### config.mk
export PLATFORM = sky130hd
export DESIGN_NAME = complex_nr_mult_flat
export DESIGN_NICKNAME = d
export VERILOG_FILES = /design/src/rtl/complex_nr_mult_if.sv /design/src/rtl/complex_nr_mult.sv /design/src/flat_wrapper.sv
export SDC_FILE = /design/constraint.sdc
export NUM_CORES = 1
export LEC_CHECK = 0
export CAP_MARGIN = 30
export CORE_MARGIN = 2
export CORE_UTILIZATION = 35
export DETAILED_ROUTE_END_ITERATION = 10
export DONT_BUFFER_PORTS = 1
export PLACE_DENSITY = 0.53
export SYNTH_ARGS = -nofsm -noshare
export SYNTH_HDL_FRONTEND = slang
export SYNTH_SLANG_ARGS = --single-unit
### constraint.sdc
create_clock -name clk -period 10.9 [get_ports clk]
set_input_delay 2.18 -clock clk [delete_from_list [all_inputs] [get_ports clk]]
set_output_delay 2.18 -clock clk [all_outputs]
set_load 0.05 [all_outputs]
### src/rtl/complex_nr_mult_if.sv
// ----------------------------------------------------------------------------
// complex_nr_mult_if
// Groups the operand and result handshakes of the complex multiplier.
//
//   op_val / op_ready        operand handshake (producer -> multiplier)
//   op_1_re, op_1_im         operand 1, signed DATA_WIDTH
//   op_2_re, op_2_im         operand 2, signed DATA_WIDTH
//   res_val / res_ready      result handshake (multiplier -> consumer)
//   res_re, res_im           result, signed 2*DATA_WIDTH+1
//
// Modports:
//   master  : operand producer / result consumer side
//   slave   : the multiplier itself
// ----------------------------------------------------------------------------
interface complex_nr_mult_if #(
    parameter int DATA_WIDTH = 8
);
    logic                          op_val;
    logic                          op_ready;
    logic signed [DATA_WIDTH-1:0]  op_1_re;
    logic signed [DATA_WIDTH-1:0]  op_1_im;
    logic signed [DATA_WIDTH-1:0]  op_2_re;
    logic signed [DATA_WIDTH-1:0]  op_2_im;
    logic                          res_val;
    logic                          res_ready;
    logic signed [2*DATA_WIDTH:0]  res_re;
    logic signed [2*DATA_WIDTH:0]  res_im;

    modport master (
        output op_val,
        output op_1_re,
        output op_1_im,
        output op_2_re,
        output op_2_im,
        output res_ready,
        input  op_ready,
        input  res_val,
        input  res_re,
        input  res_im
    );

    modport slave (
        input  op_val,
        input  op_1_re,
        input  op_1_im,
        input  op_2_re,
        input  op_2_im,
        input  res_ready,
        output op_ready,
        output res_val,
        output res_re,
        output res_im
    );
endinterface

### src/rtl/complex_nr_mult.sv
// ----------------------------------------------------------------------------
// complex_nr_mult
// Signed complex multiply (a + jb)(c + jd) using one time-shared signed
// multiplier. The four partial products are formed on four consecutive
// cycles after operand acceptance and accumulated into:
//   res_re = a*c - b*d
//   res_im = a*d + b*c
//
// Ports:
//   clk      clock, all state updates on posedge
//   rstn     asynchronous active-low reset
//   sw_rst   synchronous active-high software reset
//   bus      complex_nr_mult_if.slave: operand and result handshakes
// ----------------------------------------------------------------------------
module complex_nr_mult #(
    parameter int DATA_WIDTH = 8
) (
    input  logic                   clk,
    input  logic                   rstn,
    input  logic                   sw_rst,
    complex_nr_mult_if.slave       bus
);
    localparam int PW = 2 * DATA_WIDTH;
    localparam int RW = PW + 1;

    typedef enum logic [2:0] {
        IDLE,
        MUL_AC,
        MUL_BD,
        MUL_AD,
        MUL_BC,
        RESULT
    } state_t;

    state_t                  state_q, state_d;
    logic signed [DATA_WIDTH-1:0] a_q, a_d;
    logic signed [DATA_WIDTH-1:0] b_q, b_d;
    logic signed [DATA_WIDTH-1:0] c_q, c_d;
    logic signed [DATA_WIDTH-1:0] d_q, d_d;
    logic signed [RW-1:0]    acc_re_q, acc_re_d;
    logic signed [RW-1:0]    acc_im_q, acc_im_d;
    logic signed [RW-1:0]    res_re_q, res_re_d;
    logic signed [RW-1:0]    res_im_q, res_im_d;

    logic signed [DATA_WIDTH-1:0] mul_x, mul_y;
    logic signed [PW-1:0]    mul_x_ext, mul_y_ext;
    logic signed [PW-1:0]    product;
    logic signed [RW-1:0]    product_ext;

    // Operand selection for the shared multiplier; each compute state
    // picks the pair whose product it consumes this cycle.
    always_comb begin
        mul_x = a_q;
        mul_y = c_q;
        case (state_q)
            MUL_BD: begin
                mul_x = b_q;
                mul_y = d_q;
            end
            MUL_AD: begin
                mul_x = a_q;
                mul_y = d_q;
            end
            MUL_BC: begin
                mul_x = b_q;
                mul_y = c_q;
            end
            default: begin
                mul_x = a_q;
                mul_y = c_q;
            end
        endcase
    end

    // Operands are sign-extended to the full product width so the low
    // PW bits of the multiply are the exact signed product.
    assign mul_x_ext   = {{DATA_WIDTH{mul_x[DATA_WIDTH-1]}}, mul_x};
    assign mul_y_ext   = {{DATA_WIDTH{mul_y[DATA_WIDTH-1]}}, mul_y};
    assign product     = mul_x_ext * mul_y_ext;
    // One guard bit: (-2^(N-1))^2 + (-2^(N-1))^2 = 2^(2N-1) needs it.
    assign product_ext = {product[PW-1], product};

    // Next-state and datapath update. sw_rst overrides everything,
    // including a simultaneous operand or result handshake.
    always_comb begin
        state_d  = state_q;
        a_d      = a_q;
        b_d      = b_q;
        c_d      = c_q;
        d_d      = d_q;
        acc_re_d = acc_re_q;
        acc_im_d = acc_im_q;
        res_re_d = res_re_q;
        res_im_d = res_im_q;

        if (sw_rst) begin
            state_d  = IDLE;
            a_d      = '0;
            b_d      = '0;
            c_d      = '0;
            d_d      = '0;
            acc_re_d = '0;
            acc_im_d = '0;
            res_re_d = '0;
            res_im_d = '0;
        end else begin
            case (state_q)
                IDLE: begin
                    if (bus.op_val) begin
                        a_d     = bus.op_1_re;
                        b_d     = bus.op_1_im;
                        c_d     = bus.op_2_re;
                        d_d     = bus.op_2_im;
                        state_d = MUL_AC;
                    end
                end
                MUL_AC: begin
                    acc_re_d = product_ext;
                    state_d  = MUL_BD;
                end
                MUL_BD: begin
                    acc_re_d = acc_re_q - product_ext;
                    state_d  = MUL_AD;
                end
                MUL_AD: begin
                    acc_im_d = product_ext;
                    state_d  = MUL_BC;
                end
                MUL_BC: begin
                    acc_im_d = acc_im_q + product_ext;
                    res_re_d = acc_re_q;
                    res_im_d = acc_im_q + product_ext;
                    state_d  = RESULT;
                end
                RESULT: begin
                    if (bus.res_ready) begin
                        state_d = IDLE;
                    end
                end
                default: begin
                    state_d = IDLE;
                end
            endcase
        end
    end

    // State register; rstn clears everything without waiting for a clock.
    always_ff @(posedge clk or negedge rstn) begin
        if (!rstn) begin
            state_q  <= IDLE;
            a_q      <= '0;
            b_q      <= '0;
            c_q      <= '0;
            d_q      <= '0;
            acc_re_q <= '0;
            acc_im_q <= '0;
            res_re_q <= '0;
            res_im_q <= '0;
        end else begin
            state_q  <= state_d;
            a_q      <= a_d;
            b_q      <= b_d;
            c_q      <= c_d;
            d_q      <= d_d;
            acc_re_q <= acc_re_d;
            acc_im_q <= acc_im_d;
            res_re_q <= res_re_d;
            res_im_q <= res_im_d;
        end
    end

    // Handshake flags are pure state decodes, so they follow rstn at once.
    assign bus.op_ready = (state_q == IDLE);
    assign bus.res_val  = (state_q == RESULT);
    assign bus.res_re   = res_re_q;
    assign bus.res_im   = res_im_q;

endmodule

### src/flat_wrapper.sv
// flat-port wrapper written by rule: the top's interface ports become plain ports
module complex_nr_mult_flat 
#(
    parameter int DATA_WIDTH = 8
)
  (clk, rstn, sw_rst, bus_op_val, bus_op_1_re, bus_op_1_im, bus_op_2_re, bus_op_2_im, bus_res_ready, bus_op_ready, bus_res_val, bus_res_re, bus_res_im);
  complex_nr_mult_if #(.DATA_WIDTH(DATA_WIDTH)) bus_i ();
  input  logic clk;
  input  logic rstn;
  input  logic sw_rst;
  input wire logic [$bits(bus_i.op_val)-1:0] bus_op_val;
  input wire logic [$bits(bus_i.op_1_re)-1:0] bus_op_1_re;
  input wire logic [$bits(bus_i.op_1_im)-1:0] bus_op_1_im;
  input wire logic [$bits(bus_i.op_2_re)-1:0] bus_op_2_re;
  input wire logic [$bits(bus_i.op_2_im)-1:0] bus_op_2_im;
  input wire logic [$bits(bus_i.res_ready)-1:0] bus_res_ready;
  output wire logic [$bits(bus_i.op_ready)-1:0] bus_op_ready;
  output wire logic [$bits(bus_i.res_val)-1:0] bus_res_val;
  output wire logic [$bits(bus_i.res_re)-1:0] bus_res_re;
  output wire logic [$bits(bus_i.res_im)-1:0] bus_res_im;
  assign bus_i.op_val = bus_op_val;
  assign bus_i.op_1_re = bus_op_1_re;
  assign bus_i.op_1_im = bus_op_1_im;
  assign bus_i.op_2_re = bus_op_2_re;
  assign bus_i.op_2_im = bus_op_2_im;
  assign bus_i.res_ready = bus_res_ready;
  assign bus_op_ready = bus_i.op_ready;
  assign bus_res_val = bus_i.res_val;
  assign bus_res_re = bus_i.res_re;
  assign bus_res_im = bus_i.res_im;
  complex_nr_mult #(.DATA_WIDTH(DATA_WIDTH)) u_core (.clk(clk), .rstn(rstn), .sw_rst(sw_rst), .bus(bus_i));
endmodule
==> results.ini <==
[run_status]
status = complete, no violations

[worst_setup_path]
critPathRequiredTime_ps = 11150
cpMostUsedCell = inv_1
slowest_delay_ps = 640
crit_fanout = 17
startpoint_type = flip-flop
crit_arrival_ps = 8440
worst_path_max_delay_cell = mux2i_1
critPathKind = flip-flop to flip-flop
cp-end-kind = flip-flop
r2r_slack_ps = 2710

[clock_network]
cts-buffers-inserted = 9
post_cts_buffers = 0
cts-root-buf = clkbuf_16
cts-resized-gates = 0
cts_max_level = 3
clock_path_buffers = 2
clkTransAtPathRegs_ps = 80
clk_latency_ps = 370
cts_hold_buf = 0
cts_tree = yes
cts_sinks = 103

[logic_synthesis]
dominantRegCellSynth = dfrtp_1
avgSynthCellArea_sq_um = 8.709
yosysSeqAreaShare_pct = 30.96
synth_top_area_share_pct = 30.96
syn_area_sq_mm = 0.008325
async_flop_share_pct = 100.0
synth_edf_count = 0
ys_ff_latch = 103
yosysWarnings = 0
syn_inst = 956
netlist_top_cells_area = dfrtp_1, fa_1, ha_1, nand2_1, a21oi_1
synth_area_leader_cell = dfrtp_1
synth_nets = 1111
synth_cell_types = 59

[cells_and_area]
layout-drive-gt1-share_pct = 6.224
area_growth_pct = 8.461
nNetsFinal = 1098
num_antenna_cells = 0
stdcell_count = 1267
fin_util_pct = 38.59

[global_route]
grt_max_degree = 104
overflow = 0
grt.total_usage_pct = 17.51
grt_pass1_vias = 6465
antenna_found_initial = 0
grt_pass1_wl_microns = 34100

[timing]
max_slew.worst_pin.slew_ps = 929.0
drv_slew = 0
tns_ps = 0
fin_crit_sh_pct = 75.11
fmax_mhz = 122.1
setup_violations = 0
relSlewSlack_pct = 36.29
hold_viol = 0
layout_min_cycle_time_ps = 8187
finClkSkew_ps = 15.51
rsz0062_at_grt = false

[pwr]
cellPowerDensity_mw_per_mm2 = 145.2
peakVddDrop_mv = 0.07285
p_leak_nw = 4.319

[worst_hold_path]
hp-class = flip-flop to flip-flop

[flow_run]
max_cap_viol_count = 0

[floorplanning]
die_x_microns = 158.2
dieHeight_microns = 158.2
core_area_sq_mm = 0.02340
fp-row-count = 56
start_util_pct = 35.58
pin_count = 73
dieArea_sq_mm = 0.02504

[place]
place_hpwl_microns = 15170
portBuffers = 0
placed_cells = 1250
gp_congestion = 0.8365

[drt]
antenna_left = 0
drtIter0Drc = 425
vias_per_cell = 5.084
vias = 6442
drc = 0
finalWirelength_microns = 20580
wl_per_cell_microns = 16.24
firstDrtPassIters = 4

-- sequential cells by signal (all words and copies together) (netlist names) --
register	cells
u_core.bus.res_im	17
u_core.state_q	3
u_core.acc_im_q	17
u_core.b_q	8
u_core.acc_re_q	17
u_core.d_q	8
u_core.bus.res_re	17
u_core.a_q	8
u_core.c_q	8
-- stage by stage --
stage	power [mW]	hold WS [ps]	setup WS (ps)	instance area [sq um]
3_3_place_gp	0.9768	466.5	2928	8675
6_report	1.312	490.4	2713	9030
2_1_floorplan	0.8613	452.6	3967	8325
4_1_cts	1.321	494.8	2750	9002
5_1_grt	1.408	515.2	2141	9030
3_5_place_dp	0.9821	475.4	2751	8710
-- logic make-up after synthesis --
logic type / after synthesis / share of synthesized area, %
AND/OR/NAND/NOR: 322 / 16.86
AO/OA/AOI/OAI: 208 / 15.92
buffers and inverters: 142 / 6.417
adder cells (fa/ha/maj): 118 / 22.87
flip-flops: 103 / 30.96
XOR/XNOR: 42 / 4.418
multiplexers: 21 / 2.555
-- layer usage --
metal	part of all wire, %	wire, microns	global-route usage [%]
met4	1.3	262	4.633
met2	46	9486	27.66
met1	49	10040	24.96
met5	0	0	0
met3	3.9	796	2.792
-- layout by cell type, fill, tap and decap left out, types with 10 or more instances in the layout --
cell type,Yosys,final
a21oi_1,96,96
inv_1,106,106
fa_1,57,57
xor2_1,14,14
a21o_1,14,14
ha_1,61,61
or2_2,13,13
a22o_1,15,15
nor2b_1,11,11
mux2i_1,19,19
nor2_1,73,73
o21ai_0,30,30
nand2_1,171,171
dfrtp_1,103,103
nor3_1,12,10
xnor2_1,28,28
-- cell type report --
type,instances,area (sq um)
clock inverter,7,67.56
sequential,103,2577
fill,2407,14370
tap,319,399.1
inverter,107,401.6
multi-input combinational,711,5236
timing repair buffer,11,122.6
clock buffer,9,225.2
-- synthesized netlist by cell type (9+ instances only) --
library cell and n:
nand2_1 171, inv_1 106, dfrtp_1 103, a21oi_1 96, nor2_1 73, ha_1 61, fa_1 57, clkbuf_1 33
o21ai_0 30, xnor2_1 28, mux2i_1 19, a22o_1 15, a21o_1 14, xor2_1 14, or2_2 13, nor3_1 12
nor2b_1 11, nand2b_1 9
-- worst max-delay path: cells and delay by family (launching register included) --
kind / cells / cell delay, ps
xor gates and xnor gates: 2 / 390
muxes: 1 / 640
and+or+nand+nor: 6 / 1410
DFF: 1 / 460
buffers and inverters: 7 / 630
adders and majority gates: 7 / 2600
AOI/OAI and AO/OA: 10 / 1930
-- report_power, final --
group | total, mW | internal [mW] | switching (mW) | leakage (nW)
combinational | 0.547 | 0.222 | 0.325 | 2.77
sequential | 0.434 | 0.407 | 0.0264 | 1.42
clock | 0.331 | 0.160 | 0.171 | 0.133
total | 1.31 | 0.790 | 0.522 | 4.32
-- path summary, 6_finish.rpt --
path | startpoint | endpoint | cells past startpoint
max | u_core.state_q[2] | u_core.acc_re_q[16] | 33
min | u_core.acc_im_q[0] | u_core.acc_im_q[0] | 1
max reg2reg | u_core.state_q[2] | u_core.acc_re_q[16] | 33
min reg2reg | u_core.acc_im_q[0] | u_core.acc_im_q[0] | 1
max in group asynchronous | rstn | u_core.b_q[0] | 0
min in group asynchronous | rstn | u_core.bus.res_im[11] | 0
No activity file was read; power rests on OpenSTA's default activity.
